`config.mk`:
```
export PLATFORM = sky130hd
export DESIGN_NAME = iomem_fabric
export DESIGN_NICKNAME = d
export VERILOG_FILES = /design/src/rtl/iomem_fabric.sv
export SDC_FILE = /design/constraint.sdc
export NUM_CORES = 1
export LEC_CHECK = 0
export CAP_MARGIN = 20
export CORE_UTILIZATION = 64
export DETAILED_ROUTE_END_ITERATION = 12
export DONT_BUFFER_PORTS = 1
export PLACE_DENSITY = 0.87
export RECOVER_POWER = 50
export SLEW_MARGIN = 40
export SYNTH_ARGS = -nofsm -noshare
export SYNTH_HDL_FRONTEND = slang
export SYNTH_SLANG_ARGS = --single-unit
```
`constraint.sdc`:
```
create_clock -name clk -period 3.6 [get_ports clk]
set_clock_uncertainty 0.1 [all_clocks]
set_input_delay 0.72 -clock clk [delete_from_list [all_inputs] [get_ports clk]]
set_output_delay 0.72 -clock clk [all_outputs]
set_load 0.01 [all_outputs]
```
`src/rtl/iomem_fabric.sv`:
```
// iomem_fabric: registered, handshaked register-bus fabric between the SPI
// register bridge (master) and NUM_T peripheral register targets.
//
// Ports:
//   clk, reset_n        system clock, asynchronous active-low reset
//   m_valid/m_wen/      master request (held until m_ready), direction,
//   m_addr/m_wdata      byte address and write data
//   m_ready/m_rdata     one-cycle completion pulse, read data (held)
//   t_valid             one-hot target request, held until t_ready
//   t_wen/t_addr/       shared write enable, in-region address and
//   t_wdata             write data to the targets
//   t_ready/t_rdata     per-target completion pulse and read data slices
//   err_sticky/         timeout flag, address of the first timed-out access,
//   err_addr/err_count  saturating timeout count
//   err_clr             synchronous clear of the error state
module iomem_fabric #(
  parameter int unsigned ADDR_W      = 14,
  parameter int unsigned REGION_BITS = 2,
  parameter int unsigned DATA_W      = 32,
  parameter logic [(2**REGION_BITS)-1:0] TARGET_MASK = 4'b0101,
  parameter logic [DATA_W-1:0] UNMAPPED_RDATA = 32'hffffffff,
  parameter int unsigned TIMEOUT     = 255,
  parameter logic [DATA_W-1:0] TIMEOUT_RDATA  = 32'hdeadbeef,
  localparam int unsigned NUM_T      = 2**REGION_BITS,
  localparam int unsigned TA_W       = ADDR_W - REGION_BITS
) (
  input  logic                    clk,
  input  logic                    reset_n,
  input  logic                    m_valid,
  input  logic                    m_wen,
  input  logic [ADDR_W-1:0]       m_addr,
  input  logic [DATA_W-1:0]       m_wdata,
  output logic                    m_ready,
  output logic [DATA_W-1:0]       m_rdata,
  output logic [NUM_T-1:0]        t_valid,
  output logic                    t_wen,
  output logic [TA_W-1:0]         t_addr,
  output logic [DATA_W-1:0]       t_wdata,
  input  logic [NUM_T-1:0]        t_ready,
  input  logic [NUM_T*DATA_W-1:0] t_rdata,
  output logic                    err_sticky,
  output logic [ADDR_W-1:0]       err_addr,
  output logic [7:0]              err_count,
  input  logic                    err_clr
);

  typedef enum logic [1:0] {IDLE, ACCESS, DONE} state_t;

  state_t                 state, state_nx;
  logic [REGION_BITS-1:0] region_q;
  logic [16:0]            cnt;
  logic [DATA_W-1:0]      rd_q;
  logic                   upd_q;

  logic [REGION_BITS-1:0] m_region;
  logic                   mapped;
  logic                   accept;
  logic                   sel_ready;
  logic [DATA_W-1:0]      sel_rdata;
  logic                   hit_limit;
  logic                   timeout;

  assign m_region  = m_addr[ADDR_W-1 -: REGION_BITS];
  assign mapped    = TARGET_MASK[m_region];
  // m_ready is registered out of DONE, so the IDLE cycle carrying the pulse
  // must not accept a request that the master is still holding.
  assign accept    = (state == IDLE) && m_valid && !m_ready;
  assign sel_ready = t_ready[region_q];
  assign sel_rdata = t_rdata[region_q*DATA_W +: DATA_W];
  assign hit_limit = (cnt + 17'd1) == 17'(TIMEOUT);
  assign timeout   = (state == ACCESS) && !sel_ready && hit_limit;

  always_ff @(posedge clk or negedge reset_n) begin
    if (!reset_n) state <= IDLE;
    else          state <= state_nx;
  end

  always_comb begin
    state_nx = state;
    case (state)
      IDLE:    if (accept) state_nx = mapped ? ACCESS : DONE;
      ACCESS:  if (sel_ready || hit_limit) state_nx = DONE;
      DONE:    state_nx = IDLE;
      default: state_nx = IDLE;
    endcase
  end

  // Completion data is staged in rd_q and only published with m_ready, so
  // m_rdata stays stable until the next completion.
  always_ff @(posedge clk or negedge reset_n) begin
    if (!reset_n) begin
      m_ready  <= 1'b0;
      m_rdata  <= '0;
      t_valid  <= '0;
      t_wen    <= 1'b0;
      t_addr   <= '0;
      t_wdata  <= '0;
      region_q <= '0;
      cnt      <= '0;
      rd_q     <= '0;
      upd_q    <= 1'b0;
    end else begin
      m_ready <= (state == DONE);
      case (state)
        IDLE: begin
          if (accept) begin
            t_wen    <= m_wen;
            t_addr   <= m_addr[TA_W-1:0];
            t_wdata  <= m_wdata;
            region_q <= m_region;
            cnt      <= '0;
            upd_q    <= !m_wen;
            if (mapped) t_valid <= NUM_T'(1) << m_region;
            else        rd_q    <= UNMAPPED_RDATA;
          end
        end
        ACCESS: begin
          cnt <= cnt + 17'd1;
          if (sel_ready) begin
            t_valid <= '0;
            rd_q    <= sel_rdata;
            upd_q   <= !t_wen;
          end else if (hit_limit) begin
            t_valid <= '0;
            rd_q    <= TIMEOUT_RDATA;
            upd_q   <= !t_wen;
          end
        end
        DONE: begin
          if (upd_q) m_rdata <= rd_q;
          upd_q <= 1'b0;
        end
        default: ;
      endcase
    end
  end

  // A timeout in the same cycle as err_clr restarts the error record.
  always_ff @(posedge clk or negedge reset_n) begin
    if (!reset_n) begin
      err_sticky <= 1'b0;
      err_addr   <= '0;
      err_count  <= '0;
    end else if (timeout) begin
      err_sticky <= 1'b1;
      if (!err_sticky || err_clr) err_addr <= {region_q, t_addr};
      if (err_clr)                err_count <= 8'd1;
      else if (err_count != 8'hff) err_count <= err_count + 8'd1;
    end else if (err_clr) begin
      err_sticky <= 1'b0;
      err_addr   <= '0;
      err_count  <= '0;
    end
  end

endmodule

```
==> results.ini <==
[die]
ioPinCount = 288
dieArea_mm2 = 0.01229
start_util_pct = 66.15
fp-row-count = 39
die_h_um = 110.9
core_region_area_mm2 = 0.01147
die_w_um = 110.9

[yosys]
synth-async-reset-ratio_pct = 100.0
synth_mux_area_share_pct = 15.21
synth_edf_count = 0
synth_compound_area_share_pct = 11.84
synth_area_per_cell_um2 = 11.22
yosysSeqAreaShare_pct = 52.45
synth_cell_types = 58
ys.flop_type = dfrtp_1
synth_top_family_by_area = simple AND/OR/NAND/NOR gates
synth_seq_cells = 159
synth_xor_area_share_pct = 0.5773
synth.most_common_cell = nand2_1
yosysWarningCount = 0
synthTopCellsByArea = dfrtp_1 (52%), mux4_2 (9.8%), nand2_1 (8.5%), mux2_2 (4.8%), o22a_1 (2.8%)
synthSimpleGateAreaFrac_pct = 15.90
synthCells = 676
synth_nets = 866
synth_adder_area_share_pct = 1.155
post-synth-top-area-fraction_pct = 52.45
netlist_top_cells_count = nand2_1 (172), dfrtp_1 (159), mux4_2 (33)
yosysTopAreaCell = dfrtp_1
syn_area_mm2 = 0.007586

[clocking]
h-tree-depth = 4
cts_inserted_buffers = 17
cts_num_sinks = 159
cts_resized = 0
clk_latency_ps = 430
cts_tree = done
postCtsSetupRepairBufs = 0
cts-root-buf = clkbuf_16
path_clk_slew_ps = 60
cts_buffer_depth = 2

[routing]
drt-initial-drc-count = 445
antenna_left = 0
vias = 5460
dr.pass1.iters = 5
vias_per_cell = 6.650
wl_per_cell_um = 23.53
drt_wl_total_um = 19320
drc = 0

[critical_path]
crit_arrival_ps = 3390
crit_start = cnt[0]
slowest_delay_ps = 520
crit_top_cell = nand3_1
slowest_stage = dfrtp_1
cp-end-kind = flop
rrSetupSlack_ps = 450
cp-start-kind = flop
reg2reg_from = cnt[0]
critPathRequiredTime_ps = 3840
critPathMaxFanout = 31
critPathKind = reg2reg
r2r-end = rd_q[17]
cp_cell_sequence = ha_1 > nand3_1 > nor4_2 > nand3_1 > a211oi_2 > a21o_1 > and2b_1 > buf_4 > a2bb2oi_1
rr_worst_depth = 9

[placed_design]
place_congestion = 0.9096
numPortBuffers = 0
place_hpwl_um = 13820

[global_route]
antenna_found_initial = 7
grt-ovfl-total = 0
track_usage_pct = 32.18
grt_max_degree = 160
first_global_vias = 5477
grt_pass1_wl_um = 29770

[final_layout]
drive_gt1_share_pct = 18.13
fin_util_pct = 72.14
syn_to_final_growth_pct = 9.055
num-nets-final = 850

[timing]
slew_headroom_pct = 51.92
fin_hold_ws_ps = -108.1
max_freq_mhz = 317.4
tns_ps = 0
grt_setup_unrepaired = false
period_needed_ps = 3151
hold_viol = 159
drv_slew = 0
tightest_slew_ps = 719.4
setup_violations = 0
finalCritPeriodShare_pct = 87.52

[outcome]
status = finished, violations left
violations = hold timing

[power]
p_per_area_mw_per_mm2 = 789.6
vdd_ir_drop_max_uv = 603.4
power.leakage_nw = 3.461

[job]
max_cap_viol_count = 0

[min_path]
hp-class = in2async

==> cell families (layout without fill, tap and decap cells) <==
group	count (synthesis)	count (layout)
AOI/OAI and AO/OA	122	122
xor gates and xnor gates	5	5
adders and majority gates	7	7
buffers and inverters	50	47
DFF	159	159
muxes	70	70
other	0	5
and+or+nand+nor	263	263
==> layout by cell type, fill, tap and decap left out, drive strengths merged, types with 4 or more instances in the layout <==
cell,netlist,routed
a21oi,15,15
a22o,14,14
a2bb2oi,7,7
and3,10,10
buf,22,9
clkbuf,22,21
clkinv,0,4
dfrtp,159,159
diode,0,5
ha,7,7
inv,6,8
mux2,32,32
mux2i,5,5
mux4,33,33
nand2,172,172
nand3,17,17
nand4,5,5
nor2,26,26
nor2b,7,7
nor4,6,6
o21ai,32,32
o22a,24,24
o31ai,8,8
==> worst max path at each step <==
stage / endpoint / slack [ps] / depth (start not counted)
6_report: rd_q[17] / 450 / 9
5_1_grt: rd_q[24] / 240 / 9
4_1_cts: rd_q[17] / 530 / 9
3_5_place_dp: err_count[7] / 560 / 8
3_3_place_gp: err_count[7] / 690 / 6
2_1_floorplan: rd_q[0] / 1000 / 10
==> registers in the layout (all words and copies together) (netlist names) <==
register / flops
m_rdata: 32
rd_q: 32
t_wdata: 32
cnt: 17
err_addr: 14
t_addr: 12
err_count: 8
t_valid: 4
region_q: 2
state: 2
err_sticky: 1
m_ready: 1
t_wen: 1
upd_q: 1
==> power by group <==
part | internal [mW] | switching (mW)
Combinational | 0.826 | 0.938
Sequential | 2.31 | 0.608
Clock | 1.13 | 0.720
==> cell type report <==
class	instances	area, µm²
flip-flops and latches	159	3980
multi-input cells	467	3397
fillers	766	3194
clock buffers	21	460.4
well taps	143	178.9
clock inverters	11	153.9
repair buffers	9	67.56
inverters	6	22.52
diodes	5	12.51
==> metal layers <==
layer	track usage (%)	vias to the layer above	wire length [µm]
met5	0	-	25
met4	15.29	4	598
met2	53.29	295	9820
met1	39.08	2727	7238
met3	9.131	44	1639
li1	-	2390	-
==> stage by stage <==
| step | setup slack [ps] | area (µm²) | cells | power (mW) |
|---|---|---|---|---|
| 2_1_floorplan | 1000 | 7586 | 676 | 4.190 |
| 3_3_place_gp | 687.8 | 7646 | 784 | 4.562 |
| 3_5_place_dp | 563.7 | 7646 | 784 | 4.701 |
| 4_1_cts | 532.8 | 8260 | 816 | 6.554 |
| 5_1_grt | 235.9 | 8270 | 820 | 6.828 |
| 6_report | 449.2 | 8273 | 821 | 6.533 |
==> critical path: cells and delay by family, from the launching register on <==
family,cells,cell delay [ps]
AOI/OAI and AO/OA,3,840
buffers and inverters,1,330
and+or+nand+nor,4,970
adders and majority gates,1,300
DFF,1,520
(Power assumes the default switching activity.)
